--- src/rtl/fetch_ir_unit.sv ---
// rtl/fetch_ir_unit.sv - fetch stage: PC, instruction memory req/ack handshake, IR and decoded fields
module fetch_ir_unit #(
    parameter logic [31:0] RESET_PC = 32'h0000_0000,
    parameter int          TIMEOUT  = 16
) (
    input  logic        clk,
    input  logic        rst_n,
    input  logic        fetch,
    input  logic        pc_load,
    input  logic [31:0] pc_next,
    output logic        mem_req,
    output logic [31:0] mem_addr,
    input  logic        mem_ack,
    input  logic [31:0] mem_rdata,
    output logic [31:0] pc,
    output logic [31:0] ir,
    output logic        ir_valid,
    output logic        busy,
    output logic        fetch_err,
    output logic [5:0]  opcode,
    output logic [3:0]  rd,
    output logic [3:0]  rs1,
    output logic [3:0]  rs2,
    output logic [13:0] imm14,
    output logic [23:0] imm24
);

    typedef enum logic [1:0] {IDLE, REQ, WAIT} state_t;

    // Last wait-counter value before the fetch is declared lost.
    localparam logic [7:0] LAST_CNT = 8'(TIMEOUT - 1);

    state_t      state;
    state_t      stateNext;
    logic        accept;
    logic        complete;
    logic        timedOut;
    logic        loadPending;
    logic [7:0]  waitCnt;
    logic [31:0] pcTarget;

    // Branch targets are always word aligned; the low two bits are dropped.
    assign pcTarget = pc_next & 32'hFFFF_FFFC;

    assign mem_req = (state == REQ);
    assign busy    = (state != IDLE);

    assign opcode = ir[31:26];
    assign rd     = ir[25:22];
    assign rs1    = ir[21:18];
    assign rs2    = ir[17:14];
    assign imm14  = ir[13:0];
    assign imm24  = ir[23:0];

    // State register.
    always_ff @(posedge clk or negedge rst_n) begin
        if (!rst_n) begin
            state <= IDLE;
        end else begin
            state <= stateNext;
        end
    end

    // Next state and per-cycle transaction events; an ack in REQ completes like an ack in WAIT.
    always_comb begin
        stateNext = state;
        accept    = 1'b0;
        complete  = 1'b0;
        timedOut  = 1'b0;
        case (state)
            IDLE: begin
                if (fetch) begin
                    accept    = 1'b1;
                    stateNext = REQ;
                end
            end
            REQ: begin
                if (mem_ack) begin
                    complete  = 1'b1;
                    stateNext = IDLE;
                end else begin
                    stateNext = WAIT;
                end
            end
            WAIT: begin
                if (mem_ack) begin
                    complete  = 1'b1;
                    stateNext = IDLE;
                end else if (waitCnt == LAST_CNT) begin
                    timedOut  = 1'b1;
                    stateNext = IDLE;
                end
            end
            default: stateNext = IDLE;
        endcase
    end

    // Datapath: fetch address, IR capture, error flag, wait counter and PC update.
    always_ff @(posedge clk or negedge rst_n) begin
        if (!rst_n) begin
            pc          <= RESET_PC;
            ir          <= 32'h0;
            ir_valid    <= 1'b0;
            mem_addr    <= 32'h0;
            fetch_err   <= 1'b0;
            waitCnt     <= 8'h0;
            loadPending <= 1'b0;
        end else begin
            if (accept) begin
                mem_addr    <= pc;
                ir_valid    <= 1'b0;
                fetch_err   <= 1'b0;
                waitCnt     <= 8'h0;
                loadPending <= pc_load;
            end
            if (busy && !complete && !timedOut) begin
                waitCnt <= waitCnt + 8'd1;
            end
            if (busy && pc_load) begin
                loadPending <= 1'b1;
            end
            if (complete) begin
                ir       <= mem_rdata;
                ir_valid <= 1'b1;
            end
            if (timedOut) begin
                fetch_err <= 1'b1;
            end
            // A load from control always wins; otherwise a clean completion steps past the fetched word.
            if (pc_load) begin
                pc <= pcTarget;
            end else if (complete && !loadPending) begin
                pc <= mem_addr + 32'd4;
            end
        end
    end

endmodule

--- config.mk ---
export PLATFORM = sky130hd
export DESIGN_NAME = fetch_ir_unit
export DESIGN_NICKNAME = d
export VERILOG_FILES = /design/src/rtl/fetch_ir_unit.sv
export SDC_FILE = /design/constraint.sdc
export NUM_CORES = 1
export LEC_CHECK = 0
export CAP_MARGIN = 20
export CORE_MARGIN = 3
export CORE_UTILIZATION = 40
export CTS_BUF_LIST = sky130_fd_sc_hd__clkbuf_8
export DETAILED_ROUTE_END_ITERATION = 7
export HOLD_SLACK_MARGIN = 0.15
export PLACE_DENSITY = 0.86
export SLEW_MARGIN = 25
export SYNTH_ARGS = -nofsm -noshare
export SYNTH_HDL_FRONTEND = slang
export SYNTH_SLANG_ARGS = --single-unit
--- constraint.sdc ---
create_clock -name clk -period 1.9 [get_ports clk]
set_input_delay 0.38 -clock clk [delete_from_list [all_inputs] [get_ports clk]]
set_output_delay 0.38 -clock clk [all_outputs]
set_load 0.05 [all_outputs]
After elaboration in Yosys (flattened, before gate mapping) --
Index checks and enable logic that the tools add are counted.
Storage, ports and cells: word-level logic and storage cells 52, input port bits 69, register bits after elaboration 109
Operators by class: reductions and logical operators 16, $add $sub $neg 2, muxes and demuxes 21, equal/unequal tests 5
Operators by type and width (count):
- 32-bit 2-to-1 mux | 2
- 32-bit by 3-bit adder with 32-bit output (second input constant) | 1
- 8-bit 2-to-1 mux | 2
- 1-bit 2-to-1 mux | 12
- 2-bit nonzero test | 6
- 8-bit by 1-bit adder with 8-bit output (second input constant) | 1
- 8-bit by 4-bit == test with 1-bit output (second input constant) | 1
- 2-bit 2-to-1 mux | 4
- 2-bit one-hot mux with 3 select lines | 1
- 1-bit logical AND | 4
- 1-bit zero test | 3
- 3-bit inequality test (second input constant) | 1
- 2-bit by 1-bit == test with 1-bit output (second input constant) | 1
- 2-bit == test (second input constant) | 1
- 2-bit zero test | 1
- 2-bit inequality test (second input constant) | 1
- 2-bit AND reduction | 1
- 2-bit OR reduction | 1

Longest topological paths before layout --
depth in word-level cells 7, mapped depth 9

Worst setup path after synthesis --
No wires, ideal clock.
path kind reg2reg, start point register mem_addr[2], end point register pc[22], path buffers 1, required time 1.826 ns, data arrival time 2.025 ns, library setup time 0.074 ns, stages on the path, launching flop included 8, path slack -0.199 ns, cells stage by stage dfrtp_1 -> ha_1 -> and3_1 -> buf_2 -> nand4_4 -> or3_1 -> a31o_1 -> o21ai_2
Between the ends: longest elaborated chain between the ends 3
RTL lines:
- from (decl) | RTL line 12 | output logic [31:0] mem_addr,
- from (signal assigned) | RTL line 110 | mem_addr <= pc;
- 32-bit by 3-bit adder with 32-bit output | RTL line 133 | pc <= mem_addr + 32'd4;
- 32-bit 2-to-1 mux | RTL line 132 | end else if (complete && !loadPending) begin
- 32-bit 2-to-1 mux | RTL line 130 | if (pc_load) begin
- to (signal assigned) | RTL line 131 | pc <= pcTarget;
- to (signal assigned) | RTL line 133
- to (decl) | RTL line 15 | output logic [31:0] pc,
Every way passes these cells. The select of a mux whose other input is x is not followed. A chain may end at the register's enable or synchronous reset.

Final worst setup path --
start point register mem_addr[9], end point register pc[22]
Same word-level chain as after synthesis.

==> impl_metrics.toml <==
[outcome]
status = "finished, final reports clean"

[die]
pin_count = 225
die_h_um = 124
placementRows = 42
dieArea_mm2 = 0.0153
initial_core_util = 0.412
core_mm2 = 0.0134
dieWidth_um = 124

[drt]
drc = 0
routed_wl_um = 14300
vias_per_cell = 5.09
first_iter_violations = 219
drt-pass1-iter-count = 4
wl_per_cell_um = 16.7
ant_nets = 0
num_vias = 4360

[cells_and_area]
final_cell_mix = "buf_4, dfrtp_1, mux2_2, clkdlybuf4s50_1, nand2_1"
area_growth_pct = 36.8
drive_gt1_frac = 0.384
finalNetCount = 750
final_common_cell = "buf_4"
diodes = 0

[sta]
period_share = 0.949
rsz0062_at_grt = "false"
skew_ns = 0.0114
timing.hold.ws_ns = 0.415
hold_viol = 0
fmaxAchievable_mhz = 554
finalCriticalPeriod_ns = 1.80
maxSlewHeadroom = 0.611
worstMarginPinSlew_ns = 0.583
setup_viol = 0
maxSlewViolCount = 0

[yosys]
synth_warnings = 0
ys_seq_elements = 109
seq_area_frac_synth = 0.494
synthArstFlopShare = 1.00
mappedNetlistArea_mm2 = 0.00553
ys_types = 48
syn_avg_cell_area_um2 = 11.1
synth-main-ff-cell = "dfrtp_1"
synth_edf_count = 0
syn-instance-count = 497
synth_nets = 572

[worst_setup_path]
worst_ep_required_time_ns = 2.21
r2r_slack_ns = 0.1
crit_type = "reg2reg"
reg2reg_to = "pc[22]$_DFFE_PN0P_"
critPathLaunchType = "flip-flop"
cp_max_fo = 11
r2r_start = "mem_addr[9]$_DFFE_PN0P_"
arrival_ns = 2.12
r2r_cells = 5
end_kind = "flip-flop"

[clocking]
cts_tree = "yes"
root_buffer = "clkbuf_8"
cts_buffers = 9
clk_latency_ns = 0.38
cts.sinks = 109
clk_pin_slew_worst_paths_ns = 0.10
clockBufferDepth = 2
htreeDepth = 3

[min_path]
min_from = "pc_load"
holdPathStages = 3
hold_path_end = "pc[0]$_DFFE_PN0P_"
min_path_type = "in2reg"

[global_route]
grt_max_degree = 110
grt_pass1_wl_um = 22300
grt_overflow_total = 0
grtUsageTotal = 0.186
first_global_vias = 4348
antenna_found_initial = 0

[placed_design]
dp_hpwl_um = 10500
io_buffers = 222
finalWeightedCongestion = 0.837

[flow_run]
drv_cap = 0
## cell usage after synthesis (2+ instances only)
| cell | n | share of area |
|---|---|---|
| buf_2 | 5 | 0.0045 |
| ha_1 | 6 | 0.014 |
| and4_1 | 3 | 0.0048 |
| nand4_1 | 8 | 0.0091 |
| o31a_1 | 2 | 0.0032 |
| inv_1 | 8 | 0.0054 |
| o31ai_1 | 4 | 0.0054 |
| nor4_2 | 2 | 0.0045 |
| buf_4 | 57 | 0.077 |
| a31o_1 | 2 | 0.0032 |
| nor2_1 | 11 | 0.0075 |
| nand2_1 | 52 | 0.035 |
| buf_6 | 2 | 0.0041 |
| a21oi_1 | 16 | 0.014 |
| nor3_1 | 5 | 0.0045 |
| or2_1 | 2 | 0.0023 |
| o21ai_0 | 16 | 0.014 |
| mux2_2 | 64 | 0.13 |
| o21ai_1 | 8 | 0.0072 |
| nor4_1 | 2 | 0.0023 |
| nand3_1 | 15 | 0.014 |
| nor3b_1 | 8 | 0.011 |
| a21o_1 | 3 | 0.0041 |
| and3_2 | 2 | 0.0027 |
| and3_1 | 6 | 0.0068 |
| mux2i_1 | 7 | 0.013 |
| xnor2_1 | 14 | 0.022 |
| or3_1 | 3 | 0.0034 |
| dfrtp_1 | 109 | 0.49 |
| clkbuf_1 | 17 | 0.012 |
| xor2_1 | 11 | 0.017 |
| o221ai_1 | 10 | 0.016 |
| and4_4 | 2 | 0.0041 |
## sequential cells by signal, indices dropped and copies added (netlist names)
name	count
mem_addr	32
ir	32
fetch_err	1
ir_valid	1
state	2
loadPending	1
waitCnt	8
pc	32
## area by class of cell
cell class                      instances  area (um2)
Clock buffer                           11         151
Fill cell                            1157        5840
Inverter                                8        33.8
Clock inverter                          5        20.0
Tap cell                              176         220
Sequential cell                       109        2730
Timing Repair Buffer                  248        2140
Multi-Input combinational cell        299        2260
## layer usage
metal  GRT usage  part of all wire  routed length, um  up-vias
met5           0                 0                  0        -
met4      0.0609             0.016                229        0
met3      0.0503             0.067                959       19
met2       0.319              0.50               7210      142
met1       0.228              0.41               5890     2160
li1            -                 -                  -     2039
## metrics by stage
step                      TNS, ns  setup WS, ns  area (um2)  utilization  cells
final                           0        0.0965        7560        0.564    856
after global routing            0       0.00935        7560        0.564    856
after CTS                       0       0.00890        7520        0.561    853
after detailed placement    -1.32        -0.150        7370        0.550    836
after global placement     -0.654        -0.127        7370        0.550    836
after floorplan           -0.0144       -0.0144        5550            -    497
## worst max-delay path, cell delays in order, from the launching register on
cell	delay (ns)
dfrtp_1	0.47
and3_4	0.26
nand3_2	0.26
or3_1	0.43
a31o_1	0.22
o21ai_2	0.10
## how the worst max path moves through the flow
stage	from	to	slack (ns)	cells after the start
after floorplan	mem_addr[6]$_DFFE_PN0P_	pc[22]$_DFFE_PN0P_	-0.01	6
after global placement	mem_ack	waitCnt[3]$_DFFE_PN0P_	-0.13	6
after detailed placement	mem_ack	waitCnt[3]$_DFFE_PN0P_	-0.15	6
after CTS	waitCnt[0]$_DFFE_PN0P_	waitCnt[2]$_DFFE_PN0P_	0.009	7
after global routing	state[0]$_DFFE_PN0P_	waitCnt[3]$_DFFE_PN0P_	0.009	7
final	mem_addr[9]$_DFFE_PN0P_	pc[22]$_DFFE_PN0P_	0.1	5
## repair_timing
action,4_1_cts,5_1_grt
pin swaps,0,2
setup buffers,0,2
gates cloned,0,1
endpoints found under the setup margin,30,10
gates resized for setup,30,7
hold buffers,1,0
hold endpoints to repair,109,0
## cell families after synthesis
logic type	synth area share
buffers and inverters	0.104
AO/OA/AOI/OAI	0.0768
XOR/XNOR	0.0396
AND/OR/NAND/NOR	0.130
adder cells (fa/ha/maj)	0.0136
multiplexers	0.143
flip-flops	0.494
Power is left out: the tool's default activity adds up to more than one toggle a clock period on the data nets, which glitch-free logic cannot reach.
